===== config.mk =====
export PLATFORM = sky130hd
export DESIGN_NAME = cpu_sequencer
export DESIGN_NICKNAME = d
export VERILOG_FILES = /design/src/rtl/cpu_sequencer.sv
export SDC_FILE = /design/constraint.sdc
export NUM_CORES = 1
export LEC_CHECK = 0
export ABC_AREA = 0
export CAP_MARGIN = 10
export CORE_UTILIZATION = 49
export DETAILED_ROUTE_END_ITERATION = 7
export GPL_ROUTABILITY_DRIVEN = 0
export GPL_TIMING_DRIVEN = 0
export PLACE_DENSITY = 0.88
export SKIP_CTS_REPAIR_TIMING = 1
export SLEW_MARGIN = 30
export SYNTH_ARGS = -nofsm -noshare
export SYNTH_HDL_FRONTEND = slang
export SYNTH_SLANG_ARGS = --single-unit

===== constraint.sdc =====
create_clock -name clk -period 5.7 [get_ports clk]
set_input_delay 1.14 -clock clk [delete_from_list [all_inputs] [get_ports clk]]
set_output_delay 1.14 -clock clk [all_outputs]
set_load 0.02 [all_outputs]

===== src/rtl/cpu_sequencer.sv =====
// Program loader and run supervisor for a small CPU core.
// Streams a program into memory, releases the CPU, and stops it on halt or timeout.
module cpu_sequencer #(
    parameter int ADDR_LENGTH = 11,
    parameter int INSTRUCTION_LENGTH = 16,
    parameter int OPCODE_LENGTH = 5,
    parameter logic [OPCODE_LENGTH-1:0] HALT_OPCODE = '0,
    parameter int MAX_CYCLES = 65535
) (
    input  logic                          clk,
    input  logic                          reset,
    input  logic                          start,
    input  logic                          load_valid,
    input  logic [INSTRUCTION_LENGTH-1:0] load_data,
    input  logic                          load_last,
    output logic                          load_ready,
    output logic                          pm_we,
    output logic [ADDR_LENGTH-1:0]        pm_addr,
    output logic [INSTRUCTION_LENGTH-1:0] pm_wdata,
    output logic                          cpu_reset,
    input  logic [OPCODE_LENGTH-1:0]      cpu_opcode,
    input  logic [ADDR_LENGTH-1:0]        cpu_pc,
    output logic                          busy,
    output logic                          halted,
    output logic                          timeout,
    output logic                          overflow,
    output logic [31:0]                   cycle_count,
    output logic [ADDR_LENGTH-1:0]        final_pc
);

    typedef enum logic [2:0] {
        S_IDLE,
        S_LOAD,
        S_ARM,
        S_RUN,
        S_DONE
    } state_t;

    localparam logic [31:0] CYC_LIMIT = 32'(MAX_CYCLES - 1);
    localparam logic [ADDR_LENGTH-1:0] PTR_MAX = '1;

    state_t                 state_q, state_d;
    logic [ADDR_LENGTH-1:0] ptr_q, ptr_d;
    logic                   timeout_q, timeout_d;
    logic                   overflow_q, overflow_d;
    logic [31:0]            cnt_q, cnt_d;
    logic [ADDR_LENGTH-1:0] fpc_q, fpc_d;
    logic                   accept;

    assign load_ready  = (state_q == S_LOAD);
    assign accept      = load_ready && load_valid;
    assign pm_we       = accept;
    assign pm_addr     = ptr_q;
    assign pm_wdata    = accept ? load_data : '0;
    assign cpu_reset   = (state_q == S_RUN);
    assign busy        = (state_q == S_LOAD) || (state_q == S_ARM)
                      || (state_q == S_RUN);
    assign halted      = (state_q == S_DONE);
    assign timeout     = timeout_q;
    assign overflow    = overflow_q;
    assign cycle_count = cnt_q;
    assign final_pc    = fpc_q;

    always_comb begin
        state_d    = state_q;
        ptr_d      = ptr_q;
        timeout_d  = timeout_q;
        overflow_d = overflow_q;
        cnt_d      = cnt_q;
        fpc_d      = fpc_q;
        unique case (state_q)
            S_IDLE: begin
                if (start) begin
                    state_d = S_LOAD;
                    ptr_d   = '0;
                end
            end
            S_LOAD: begin
                if (accept) begin
                    if (ptr_q != PTR_MAX) begin
                        ptr_d = ptr_q + 1'b1;
                    end
                    if (load_last) begin
                        state_d = S_ARM;
                    end else if (ptr_q == PTR_MAX) begin
                        state_d    = S_ARM;
                        overflow_d = 1'b1;
                    end
                end
            end
            S_ARM: begin
                cnt_d   = '0;
                state_d = S_RUN;
            end
            S_RUN: begin
                if (cnt_q != '1) begin
                    cnt_d = cnt_q + 32'd1;
                end
                // halt takes priority over the cycle limit
                if (cpu_opcode == HALT_OPCODE) begin
                    state_d = S_DONE;
                    fpc_d   = cpu_pc;
                end else if (cnt_q == CYC_LIMIT) begin
                    state_d   = S_DONE;
                    timeout_d = 1'b1;
                    fpc_d     = cpu_pc;
                end
            end
            S_DONE: begin
                if (start) begin
                    state_d    = S_LOAD;
                    ptr_d      = '0;
                    timeout_d  = 1'b0;
                    overflow_d = 1'b0;
                end
            end
            default: state_d = S_IDLE;
        endcase
    end

    always_ff @(posedge clk or negedge reset) begin
        if (!reset) begin
            state_q    <= S_IDLE;
            ptr_q      <= '0;
            timeout_q  <= 1'b0;
            overflow_q <= 1'b0;
            cnt_q      <= '0;
            fpc_q      <= '0;
        end else begin
            state_q    <= state_d;
            ptr_q      <= ptr_d;
            timeout_q  <= timeout_d;
            overflow_q <= overflow_d;
            cnt_q      <= cnt_d;
            fpc_q      <= fpc_d;
        end
    end

endmodule


==> impl_metrics.yaml, run 1 <==
cts:
  insertion_delay_ps: 350
  cts_root_buffer: "clkbuf_8"
  cts-buffers-inserted: 9
  htreeDepth: 3
  cts_tree: "built"
  cts_buffer_depth: 2
  numClockSinks: 59
  cts.clk_slew.worst_paths_ps: 70
finish:
  final_area_um2: 4755
  layout-drive-gt1-share: 0.1090
  syn_to_final_growth_pct: 44.76
  nets: 512
  diodes: 0
  fillers: 439
global_route:
  antenna_found_initial: 0
  track_usage: 0.2882
  grt_overflow: 0
  grt_pass1_vias: 3425
  grt_first_pass_wirelength_mm: 16.05
  grt_max_degree: 37
synth:
  ys_warn_count: 0
  ys_ff_latch: 59
  synth_top_cell_area_share: 0.4495
  synth_most_common_cell: "dfrtp_1"
  ys_async_sr_fraction: 1.000
  syn_nets: 387
  syn_area_per_cell_um2: 9.465
  synth.cell_area_um2: 3284
  synth_common_cells: "dfrtp_1 (59), nand2_1 (44), nand3_1 (36), o21ai_0 (24)"
  synth.yosys.seq_area_share: 0.4495
  synth_top_area_cell: "dfrtp_1"
  netlist-cell-type-count: 51
  synth_edf_count: 0
  syn_inst: 347
  synth_area_leaders: "dfrtp_1 (45%), nand3_1 (5.5%), nand2_1 (5.0%)"
  synth_flop_cell: "dfrtp_1"
detailed_routing:
  viasPerCell: 6.222
  dr.first_iter.drc_count: 313
  first_pass_iters: 8
  drc_errors: 5
  antenna_left: 0
  wl_mm: 9.639
  vias: 3447
  wl_per_cell_um: 17.40
worst_setup_path:
  cp.required_ps: 4560
  worst_path_max_delay_cell: "clkdlybuf4s50_1"
  cp.arrival_ps: 3150
  worst-path-max-fanout: 10
  worstSetupPathType: "input pin to primary output"
  crit_path_end_kind: "primary output"
  crit_top_cell: "clkdlybuf4s50_1"
  cp_cell_sequence: "clkdlybuf4s50_1 > nand2_1 > inv_1 > clkbuf_1 > and2_1 > clkdlybuf4s50_1"
  cp_slowest_stage_delay_ps: 600
  cp-start-kind: "input pin"
die:
  rows: 29
  core_area_um2: 6422
  die-area_um2: 7034
  num_io_pins: 114
  die_h_um: 83.87
  initial_core_util: 0.5114
  die_w_um: 83.87
timing:
  hold_viol: 0
  setup_tns_ps: 0
  fin_crit_sh: 0.7521
  skew_ps: 8.462
  slew_violations: 0
  rsz0062_at_grt: "no"
  max_freq_ghz: 0.2333
  finalSetupViolCount: 0
  worst_hold_slack_ps: 509.1
  worst_pin_slew_ps: 642.4
  period_needed_ps: 4287
  slew_headroom: 0.5694
power:
  total_power_uw: 1692
  ir_drop_uv: 164.9
  cellPowerDensity_nw_per_um2: 355.9
  p_leak_uw: 0.002003
min_path:
  min_path_type: "register to register"
place:
  postPlaceCellArea_um2: 4529
  portBuffers: 113
  hpwl_mm: 6.639
run_status:
  violations: "DRC"
  status: "complete, but fails checks"
run:
  drv_cap: 0
-- where the power goes --
| group | switching [uW] | internal, uW |
|---|---|---|
| clock network | 176 | 259 |
| logic | 412 | 301 |
| registers | 62.2 | 482 |
| total | 650 | 1040 |
-- worst max-delay path, delay by kind of cell --
kind                   cells  cell delay (ps)
buffers and inverters      4             1650
and+or+nand+nor            2              350
-- sequential cells by signal, indices dropped and copies added, names as in the netlist --
signal	cells
cycle_count	32
final_pc	11
overflow	1
pm_addr	11
state_q	3
timeout	1
-- cells by family (layout without fill, tap and decap cells) --
family	after synthesis	count (layout)	share of synthesized area
AO/OA/AOI/OAI	73	73	0.1440
adder cells (fa/ha/maj)	3	3	0.01143
buffers and inverters	22	152	0.03124
flip-flops	59	59	0.4495
multiplexers	17	17	0.06667
AND/OR/NAND/NOR	173	173	0.2971
-- metrics by stage --
stage                     utilization  worst slack, ps  std cells
after floorplan                     -             2360        347
after global placement         0.7025             1441        537
after detailed placement       0.7052             1419        538
after CTS                      0.7403             1408        554
after global routing           0.7403             1184        554
final                          0.7403             1413        554
-- layout make-up --
cell class	instances	area, um2	area share
timing repair buffer	114	1149	0.2416
buffer	14	72.57	0.01526
inverter	8	30.03	0.006316
clock inverter	6	87.58	0.01842
clock buffer	10	137.6	0.02895
tap	77	96.34	0.02026
multi-input combinational	266	1705	0.3587
sequential	59	1476	0.3105
-- path summary, 6_finish.rpt --
check                      cells past startpoint                          end                     from  slack, ps
setup / recovery                               6                 pm_wdata[10]               load_valid       1410
hold / removal                                 1      final_pc[5]$_DFFE_PN0P_  final_pc[5]$_DFFE_PN0P_        510
setup reg to reg                               8  cycle_count[29]$_DFFE_PN0P_   state_q[2]$_DFFE_PN0P_       3200
hold reg to reg                                1      final_pc[5]$_DFFE_PN0P_  final_pc[5]$_DFFE_PN0P_        510
max in group asynchronous                      2      final_pc[5]$_DFFE_PN0P_                    reset       4510
min in group asynchronous                      1   cycle_count[2]$_DFFE_PN0P_                    reset        690
-- placed cells by master, fill, tap and decap left out, types with 3 or more instances in the layout --
master	count
a21oi_1	14
a31oi_1	5
and2_1	17
and3_1	7
and4_1	5
buf_2	7
clkbuf_1	5
clkbuf_8	10
clkdlybuf4s50_1	112
dfrtp_1	59
ha_1	3
inv_1	8
mux2_2	3
mux2_4	9
mux2i_1	5
nand2_1	44
nand3_1	36
nand4_1	12
nor2_1	17
nor3_1	7
nor4_1	4
o21a_1	5
o21ai_0	24
o311ai_0	7
o311ai_1	3
or4_1	7
-- layer usage --
layer | part of all wire | global-route usage | up-vias | routed length (um)
li1 | - | - | 1554 | -
met1 | 0.39 | 0.3550 | 1639 | 3794
met2 | 0.49 | 0.4657 | 209 | 4698
met3 | 0.083 | 0.06231 | 45 | 799
met4 | 0.036 | 0.1693 | 0 | 346
met5 | 0 | 0 | - | 0
Note: power is estimated with default switching activity, not from simulation.
==> inputs of run 2 (changes only) <==
--- a/config.mk
+++ b/config.mk
@@ -7,11 +7,11 @@
 export LEC_CHECK = 0
 export ABC_AREA = 0
 export CAP_MARGIN = 10
-export CORE_UTILIZATION = 49
+export CORE_UTILIZATION = 41
 export DETAILED_ROUTE_END_ITERATION = 7
 export GPL_ROUTABILITY_DRIVEN = 0
 export GPL_TIMING_DRIVEN = 0
-export PLACE_DENSITY = 0.88
+export PLACE_DENSITY = 0.79
 export SKIP_CTS_REPAIR_TIMING = 1
 export SLEW_MARGIN = 30
 export SYNTH_ARGS = -nofsm -noshare
==> constraint.sdc (replaced) <==
create_clock -name clk -period 3.8 [get_ports clk]
set_input_delay 0.76 -clock clk [delete_from_list [all_inputs] [get_ports clk]]
set_output_delay 0.76 -clock clk [all_outputs]
set_load 0.02 [all_outputs]
==> run 2 against run 1 <==
  * Critical path depth stayed put
  * The flow now finishes without violations
  * Highest routed layer unchanged
  * Die area is 19% higher
  * Core utilization shrank 12 points
  * Critical endpoint is now pm_wdata[9]
  * Design area grew 0.32%
  * First-iteration DRC count grew 4.5%
  * Total power is 46% higher
  * Global-route usage is 5.4 points lower
==> impl_metrics.yaml, run 2 (synthesized netlist as in run 1, its figures left out) <==
run_status:
  status: "complete, no violations"
cts:
  cts_buffer_depth: 2
  cts-buffers-inserted: 9
  numClockSinks: 59
  cts.clk_slew.worst_paths_ps: 70
  cts_root_buffer: "clkbuf_8"
  insertion_delay_ps: 340
  htreeDepth: 3
  cts_tree: "built"
worst_setup_path:
  worst-path-max-fanout: 19
  worstSetupPathType: "register to primary output"
  cp.required_ps: 3040
  cp.arrival_ps: 2700
  crit_path_end_kind: "primary output"
  cp-start-kind: "register"
  r2r_slack_ps: 1320
detailed_routing:
  wl_per_cell_um: 16.44
  first_pass_iters: 4
  vias: 3341
  antenna_left: 0
  drc_errors: 0
  wl_mm: 9.485
  dr.first_iter.drc_count: 327
  viasPerCell: 5.790
finish:
  final_common_cell: "clkdlybuf4s50_1"
  syn_to_final_growth_pct: 45.22
  nets: 511
  layout-drive-gt1-share: 0.1053
  diodes: 0
  largest_reg_flops: 32
  fin_util: 0.6172
  final_cell_mix: "clkdlybuf4s50_1 (112), dfrtp_1 (59), nand2_1 (44), nand3_1 (36), o21ai_0 (24)"
  final_area_um2: 4770
global_route:
  antenna_found_initial: 0
  grt_max_degree: 41
  grt_pass1_vias: 3171
  grt_overflow: 0
  grt_first_pass_wirelength_mm: 15.44
  track_usage: 0.2346
timing:
  hold_viol: 0
  fin_crit_sh: 0.9118
  rsz0062_at_grt: "no"
  max_freq_ghz: 0.2886
  finalSetupViolCount: 0
  worst_hold_slack_ps: 298.3
  worst_pin_slew_ps: 640.5
  slew_headroom: 0.5707
  setup_tns_ps: 0
  slew_violations: 0
  period_needed_ps: 3465
  skew_ps: 7.781
die:
  die_h_um: 91.50
  die-area_um2: 8372
  die_w_um: 91.50
  rows: 32
  core_area_um2: 7727
  num_io_pins: 114
  initial_core_util: 0.4250
place:
  postPlaceCellArea_um2: 4561
  hpwl_mm: 6.858
  portBuffers: 113
power:
  ir_drop_uv: 221.4
  cellPowerDensity_nw_per_um2: 519.0
  p_leak_uw: 0.001994
run:
  drv_cap: 0
min_path:
  min_path_type: "input pin to asynchronous set/reset pin"
run 2: cell types whose count changed in the layout (fill, tap and decap cells not counted):
cell       before  now
clkbuf_8       10   13
inv_6           1    0
clkinv_4        1    0
bufinv_16       2    1
clkinv_2        2    0
run 2: routing by layer:
metal / wire length, um / vias to the layer above / GRT usage
met4: 180 / 0 / 0.1058
met3: 615 / 17 / 0.04271
met5: 0 / - / 0
met2: 4750 / 173 / 0.3860
li1: - / 1551 / -
met1: 3939 / 1600 / 0.2999
run 2: stage by stage:
step,power [uW],setup WS [ps],std cells
floorplan,1391,839.7,347
global placement,1844,74.26,562
detailed placement,1869,232.3,563
CTS,2486,137.0,578
global route,2604,89.22,577
finish,2475,335.3,577
run 2: worst max-delay path, stage by stage (launching register included):
cell and delay (ps):
dfrtp_1 350, buf_2 220, nor3b_1 340, nand2_1 250
inv_1 400, and2_1 190, clkdlybuf4s50_1 610
run 2: area by class of cell:
type                            instances  area [um2]
Fill cell                             672        2958
Multi-Input combinational cell        266        1705
Sequential cell                        59        1476
Timing Repair Buffer                  114        1149
Clock buffer                           14       182.7
Tap cell                              102       127.6
Buffer                                 13       68.82
Clock inverter                          1       30.03
Inverter                                8       30.03
run 2: report_power, final:
part	leakage (uW)	switching, uW	total, uW	internal [uW]
sequential	0.000801	90.8	814	723
clock	0.000109	243	614	371
combinational	0.00108	597	1050	450
run 2: worst paths after layout:
check                      cells after the start                     endpoint                    start
max                                            6                  pm_wdata[9]   state_q[0]$_DFFE_PN0P_
min                                            1  cycle_count[29]$_DFFE_PN0P_                    reset
min in group clk                               1      final_pc[6]$_DFFE_PN0P_  final_pc[6]$_DFFE_PN0P_
max reg2reg                                    8  cycle_count[23]$_DFFE_PN0P_   state_q[2]$_DFFE_PN0P_
min reg2reg                                    1      final_pc[6]$_DFFE_PN0P_  final_pc[6]$_DFFE_PN0P_
max in group asynchronous                      2     final_pc[10]$_DFFE_PN0P_                    reset
